<file path="src/rtl/tl_pkg.sv">
`default_nettype none
// ============================================================================
// Module   : tl_pkg
// Purpose  : Shared traffic-light types and default constants.
// Revision : 1.0
// ============================================================================
package tl_pkg;

    typedef enum logic [1:0] {
        IDLE    = 2'd0,
        REQUEST = 2'd1,
        SERVICE = 2'd2
    } tl_state_e;

    localparam int DEFAULT_DEBOUNCE_CYCLES = 4;
    localparam int DEFAULT_STUCK_CYCLES    = 1000;
    localparam int WAIT_MAX                = 15;

    function automatic logic [3:0] sat_inc4(input logic [3:0] v);
        return (v == 4'(WAIT_MAX)) ? v : v + 4'd1;
    endfunction

endpackage
`default_nettype wire

</file>
<file path="src/rtl/sync_debounce.sv">
`default_nettype none
// ============================================================================
// Module   : sync_debounce
// Purpose  : Two-flop synchronizer followed by a consecutive-sample debouncer.
// Revision : 1.0
// ============================================================================
module sync_debounce
    import tl_pkg::*;
#(
    parameter int DEBOUNCE_CYCLES = DEFAULT_DEBOUNCE_CYCLES
) (
    input  logic clk,
    input  logic reset,
    input  logic din,
    output logic dout
);

    localparam logic [7:0] c_last = 8'(DEBOUNCE_CYCLES - 1);

    logic       r_sync1;
    logic       r_sync2;
    logic       r_level;
    logic [7:0] r_count;

    always_ff @(posedge clk or negedge reset) begin
        if (!reset) begin
            r_sync1 <= 1'b0;
            r_sync2 <= 1'b0;
            r_level <= 1'b0;
            r_count <= 8'd0;
        end else begin
            r_sync1 <= din;
            r_sync2 <= r_sync1;
            // Any agreeing sample restarts the run of disagreements.
            if (r_sync2 == r_level) begin
                r_count <= 8'd0;
            end else if (r_count == c_last) begin
                r_level <= r_sync2;
                r_count <= 8'd0;
            end else begin
                r_count <= r_count + 8'd1;
            end
        end
    end

    assign dout = r_level;

endmodule
`default_nettype wire

</file>
<file path="src/rtl/vehicle_sensor_conditioner.sv">
`default_nettype none
// ============================================================================
// Module   : vehicle_sensor_conditioner
// Purpose  : Loop-detector conditioning, service-request FSM, stuck detection.
// Revision : 1.0
// ============================================================================
module vehicle_sensor_conditioner
    import tl_pkg::*;
#(
    parameter int DEBOUNCE_CYCLES = DEFAULT_DEBOUNCE_CYCLES,
    parameter int STUCK_CYCLES    = DEFAULT_STUCK_CYCLES
) (
    input  logic       clk,
    input  logic       reset,
    input  logic       loop_raw,
    input  logic       sg_in,
    output logic       sensor,
    output logic       presence,
    output logic [3:0] waiting,
    output logic       fault
);

    localparam logic [15:0] c_stuck_limit = 16'(STUCK_CYCLES);

    logic       w_presence;
    logic       r_presence_d;
    logic       w_arrival;
    tl_state_e  r_state;
    tl_state_e  w_next_state;
    logic [3:0] r_waiting;
    logic [3:0] w_waiting_next;
    logic       r_sensor;
    logic [15:0] r_stuck_cnt;

    sync_debounce #(
        .DEBOUNCE_CYCLES (DEBOUNCE_CYCLES)
    ) u_sync_debounce (
        .clk   (clk),
        .reset (reset),
        .din   (loop_raw),
        .dout  (w_presence)
    );

    assign w_arrival = w_presence & ~r_presence_d;

    always_ff @(posedge clk or negedge reset) begin
        if (!reset) begin
            r_state      <= IDLE;
            r_sensor     <= 1'b0;
            r_waiting    <= 4'd0;
            r_presence_d <= 1'b0;
        end else begin
            r_state      <= w_next_state;
            r_sensor     <= (w_next_state == REQUEST);
            r_waiting    <= w_waiting_next;
            r_presence_d <= w_presence;
        end
    end

    // A clear that coincides with an arrival leaves that arrival counted.
    always_comb begin
        w_next_state   = r_state;
        w_waiting_next = w_arrival ? sat_inc4(r_waiting) : r_waiting;
        case (r_state)
            IDLE: begin
                if (sg_in) begin
                    w_waiting_next = {3'b000, w_arrival};
                end
                if (w_arrival) begin
                    w_next_state = REQUEST;
                end
            end
            REQUEST: begin
                if (sg_in) begin
                    w_next_state   = SERVICE;
                    w_waiting_next = {3'b000, w_arrival};
                end
            end
            SERVICE: begin
                if (!sg_in) begin
                    w_next_state = ((r_waiting != 4'd0) || w_presence) ? REQUEST : IDLE;
                end
            end
            default: begin
                w_next_state = IDLE;
            end
        endcase
    end

    always_ff @(posedge clk or negedge reset) begin
        if (!reset) begin
            r_stuck_cnt <= 16'd0;
        end else if (!w_presence) begin
            r_stuck_cnt <= 16'd0;
        end else if (r_stuck_cnt != c_stuck_limit) begin
            r_stuck_cnt <= r_stuck_cnt + 16'd1;
        end
    end

    assign sensor   = r_sensor;
    assign presence = w_presence;
    assign waiting  = r_waiting;
    assign fault    = (r_stuck_cnt == c_stuck_limit);

endmodule
`default_nettype wire

</file>
<file path="config.mk">
export PLATFORM = sky130hd
export DESIGN_NAME = vehicle_sensor_conditioner
export DESIGN_NICKNAME = d
export VERILOG_FILES = /design/src/rtl/tl_pkg.sv /design/src/rtl/sync_debounce.sv /design/src/rtl/vehicle_sensor_conditioner.sv
export SDC_FILE = /design/constraint.sdc
export NUM_CORES = 1
export LEC_CHECK = 0
export CAP_MARGIN = 20
export CORE_MARGIN = 2
export CORE_UTILIZATION = 30
export DETAILED_ROUTE_END_ITERATION = 7
export GPL_TIMING_DRIVEN = 0
export PLACE_DENSITY = 0.47
export SYNTH_ARGS = -nofsm -noshare
export SYNTH_HDL_FRONTEND = slang
export SYNTH_SLANG_ARGS = --single-unit
</file>
<file path="constraint.sdc">
create_clock -name clk -period 1.8 [get_ports clk]
set_input_delay 0.36 -clock clk [delete_from_list [all_inputs] [get_ports clk]]
set_output_delay 0.36 -clock clk [all_outputs]
set_load 0.01 [all_outputs]
</file>
==> results.sh <==
export IMPL_status="finished, violations left"
export IMPL_violations="negative setup slack"
export IMPL_tightest_slew_ns=0.787
export IMPL_cts_root_buf="clkbuf_8"
export IMPL_core_area_um2=5540
export IMPL_clk_insertion_delay_late_ns=0.29
export IMPL_dr_pass1_iters=4
export IMPL_grt_setup_unrepaired="yes"
export IMPL_path_max_fanout=3
export IMPL_ys_seq_elements=35
export IMPL_cts_tree="yes"
export IMPL_grt_usage=0.119
export IMPL_synth_nets=175
export IMPL_synth_largest_area_cell="dfrtp_1"
export IMPL_rows=27
export IMPL_fin_util=0.371
export IMPL_final_cell_mix="dfrtp_1, nand3_1, nand2_1"
export IMPL_arrival_ns=1.74
export IMPL_drc=0
export IMPL_cp_required_ns=1.44
export IMPL_syn_cell_area_um2=1730
export IMPL_start_util=0.312
export IMPL_fin_skew_ns=0.00625
export IMPL_antenna_found_initial=0
export IMPL_grt_max_degree=36
export IMPL_drtAntennaViolNets=0
export IMPL_htreeDepth=2
export IMPL_clk_pin_slew_worst_paths_ns=0.08
export IMPL_yosysTopAreaCellShare=0.507
export IMPL_synth_cell_type_count=32
export IMPL_hpwlAfterDp_mm=2.28
export IMPL_min_period_ns=2.10
export IMPL_placed_cells=248
export IMPL_hp_class="input pin to async pin"
export IMPL_fin_crit_sh=1.17
export IMPL_die_y_um=79.9
export IMPL_reg2reg_from="r_stuck_cnt[10]"
export IMPL_dr_total_vias=1282
export IMPL_clk_path_buf_depth=2
export IMPL_portBuffers=10
export IMPL_routedWlPerCell_um=12.9
export IMPL_drive_gt1_frac=0.115
export IMPL_cellLeakagePower_nw=0.877
export IMPL_n_antenna_cell=0
export IMPL_layout_commonest_cell="dfrtp_1"
export IMPL_synth_avg_cell_area_um2=10.4
export IMPL_max_freq_mhz=476
export IMPL_areaGrowthSynthToFinish_pct=18.8
export IMPL_ys_seq_area_frac=0.507
export IMPL_ios=11
export IMPL_cts_sinks=35
export IMPL_crit_path_start="r_stuck_cnt[10]"
export IMPL_relSlewSlack=0.475
export IMPL_crit_path_start_kind="flip-flop"
export IMPL_dieWidth_um=79.9
export IMPL_grt_pass1_vias=1315
export IMPL_gp_congestion=0.858
export IMPL_cts_buffers=5
export IMPL_endpoint_kind="output pin"
export IMPL_ys_warn_count=0
export IMPL_viasPerCell=4.87
export IMPL_grt_pass1_wl_mm=6.00
export IMPL_fin_nets=199
export IMPL_critPathKind="flip-flop to output pin"
export IMPL_drt_iter0_markers=45
export IMPL_powerDensity_nw_per_um2=1110
export IMPL_synthTopCellsByArea="dfrtp_1, xnor2_1, xor2_1"
export IMPL_irDropWorstVdd_uv=456
export IMPL_slew_viol_final=0
export IMPL_dieArea_um2=6390
export IMPL_setup_violations=1
export IMPL_fin_cells=263
export IMPL_fin_ws_ns=-0.300
export IMPL_drv_cap=0
export IMPL_drt_total_wl_mm=3.40
export IMPL_hold_viol=0
export IMPL_synth_cells=166
export IMPL_grt_ovfl_total=0
cell type report:
| cell class | count | area [µm²] |
|---|---|---|
| sequential | 35 | 877 |
| fill | 572 | 3490 |
| buffer | 2 | 7.51 |
| timing repair buffer | 17 | 143 |
| tap | 72 | 90.1 |
| clock buffer | 5 | 68.8 |
| inverter | 6 | 22.5 |
| multi-input combinational | 123 | 826 |
| clock inverter | 3 | 20.0 |
path summary, 6_finish.rpt:
check	end	slack [ns]	depth (start not counted)
max	fault	-0.30	3
min	u_sync_debounce.r_count[1]	0.15	1
max reg2reg	r_stuck_cnt[0]	0.03	5
min reg2reg	u_sync_debounce.r_sync2	0.35	0
max in group asynchronous	u_sync_debounce.dout	1.10	1
min in group clk	u_sync_debounce.r_sync2	0.35	0
critical path, cell delays in order, from the launching register on:
cell,delay (ns)
dfrtp_1,0.40
or4_4,0.55
nor4_4,0.31
buf_2,0.18
timing repair:
item,in CTS,in global routing
resized for setup,5,1
setup endpoints to repair,1,3
pin swaps,1,2
hold buffers,0,0
gates cloned,0,0
endpoints found under the hold margin,0,0
buffers inserted,3,5
metrics by stage:
stage / hold slack [ns] / area (µm²) / total power, W / setup TNS [ns] / worst slack [ns]
5_1_grt: 0.206 / 2050 / 0.00245 / -0.372 / -0.351
3_5_place_dp: 0.338 / 1910 / 0.00169 / -0.523 / -0.523
2_1_floorplan: 0.0644 / 1730 / 0.00144 / 0 / 0.0919
6_report: 0.148 / 2050 / 0.00228 / -0.300 / -0.300
3_3_place_gp: 0.339 / 1920 / 0.00167 / -16.05 / -0.540
4_1_cts: 0.176 / 2020 / 0.00231 / -0.290 / -0.290
cell families (layout without fill, tap and decap cells):
kind of cell | after synthesis | in the layout | synth area share
simple gates | 86 | 86 | 0.284
flops | 35 | 35 | 0.507
buf+inv | 8 | 33 | 0.0174
xor+xnor | 20 | 20 | 0.101
compound gates | 9 | 9 | 0.0369
fa+ha+maj | 5 | 5 | 0.0362
mux | 3 | 3 | 0.0181
layer usage:
layer / routed length (µm) / global-route usage
met3: 140 / 0.0339
met2: 1600 / 0.190
met1: 1600 / 0.150
met5: 0 / 0
met4: 51 / 0.0508
sequential cells by signal (all words and copies together) (netlist names):
signal and cells:
u_sync_debounce.r_count 8, r_stuck_cnt 16, u_sync_debounce.dout 1, waiting 4, r_state 2, sensor 1, r_presence_d 1, u_sync_debounce.r_sync1 1
u_sync_debounce.r_sync2 1
power by group:
group          switching (W)  internal (W)
registers           0.000142      0.000912
clock network       0.000306      0.000269
logic               0.000337      0.000311
synth_stat cells:
library cell  number
a21boi_0           1
a21oi_1            2
and2_1            11
and3_1             4
and4b_1            1
clkbuf_1           2
dfrtp_1           35
ha_1               5
inv_1              6
mux2_2             1
mux2i_1            2
nand2_1           13
nand2b_1           5
nand3_1           13
nand3b_1           1
nand4_1            8
nand4bb_1          1
nor2_1            11
nor2b_1            5
nor3_1             5
nor3b_1            1
nor4_1             3
nor4_4             1
o21ai_0            1
o221ai_1           1
o31ai_1            2
o32ai_1            2
or3b_2             1
or4_1              1
or4_4              1
xnor2_1           11
xor2_1             9
(Power assumes the default switching activity.)
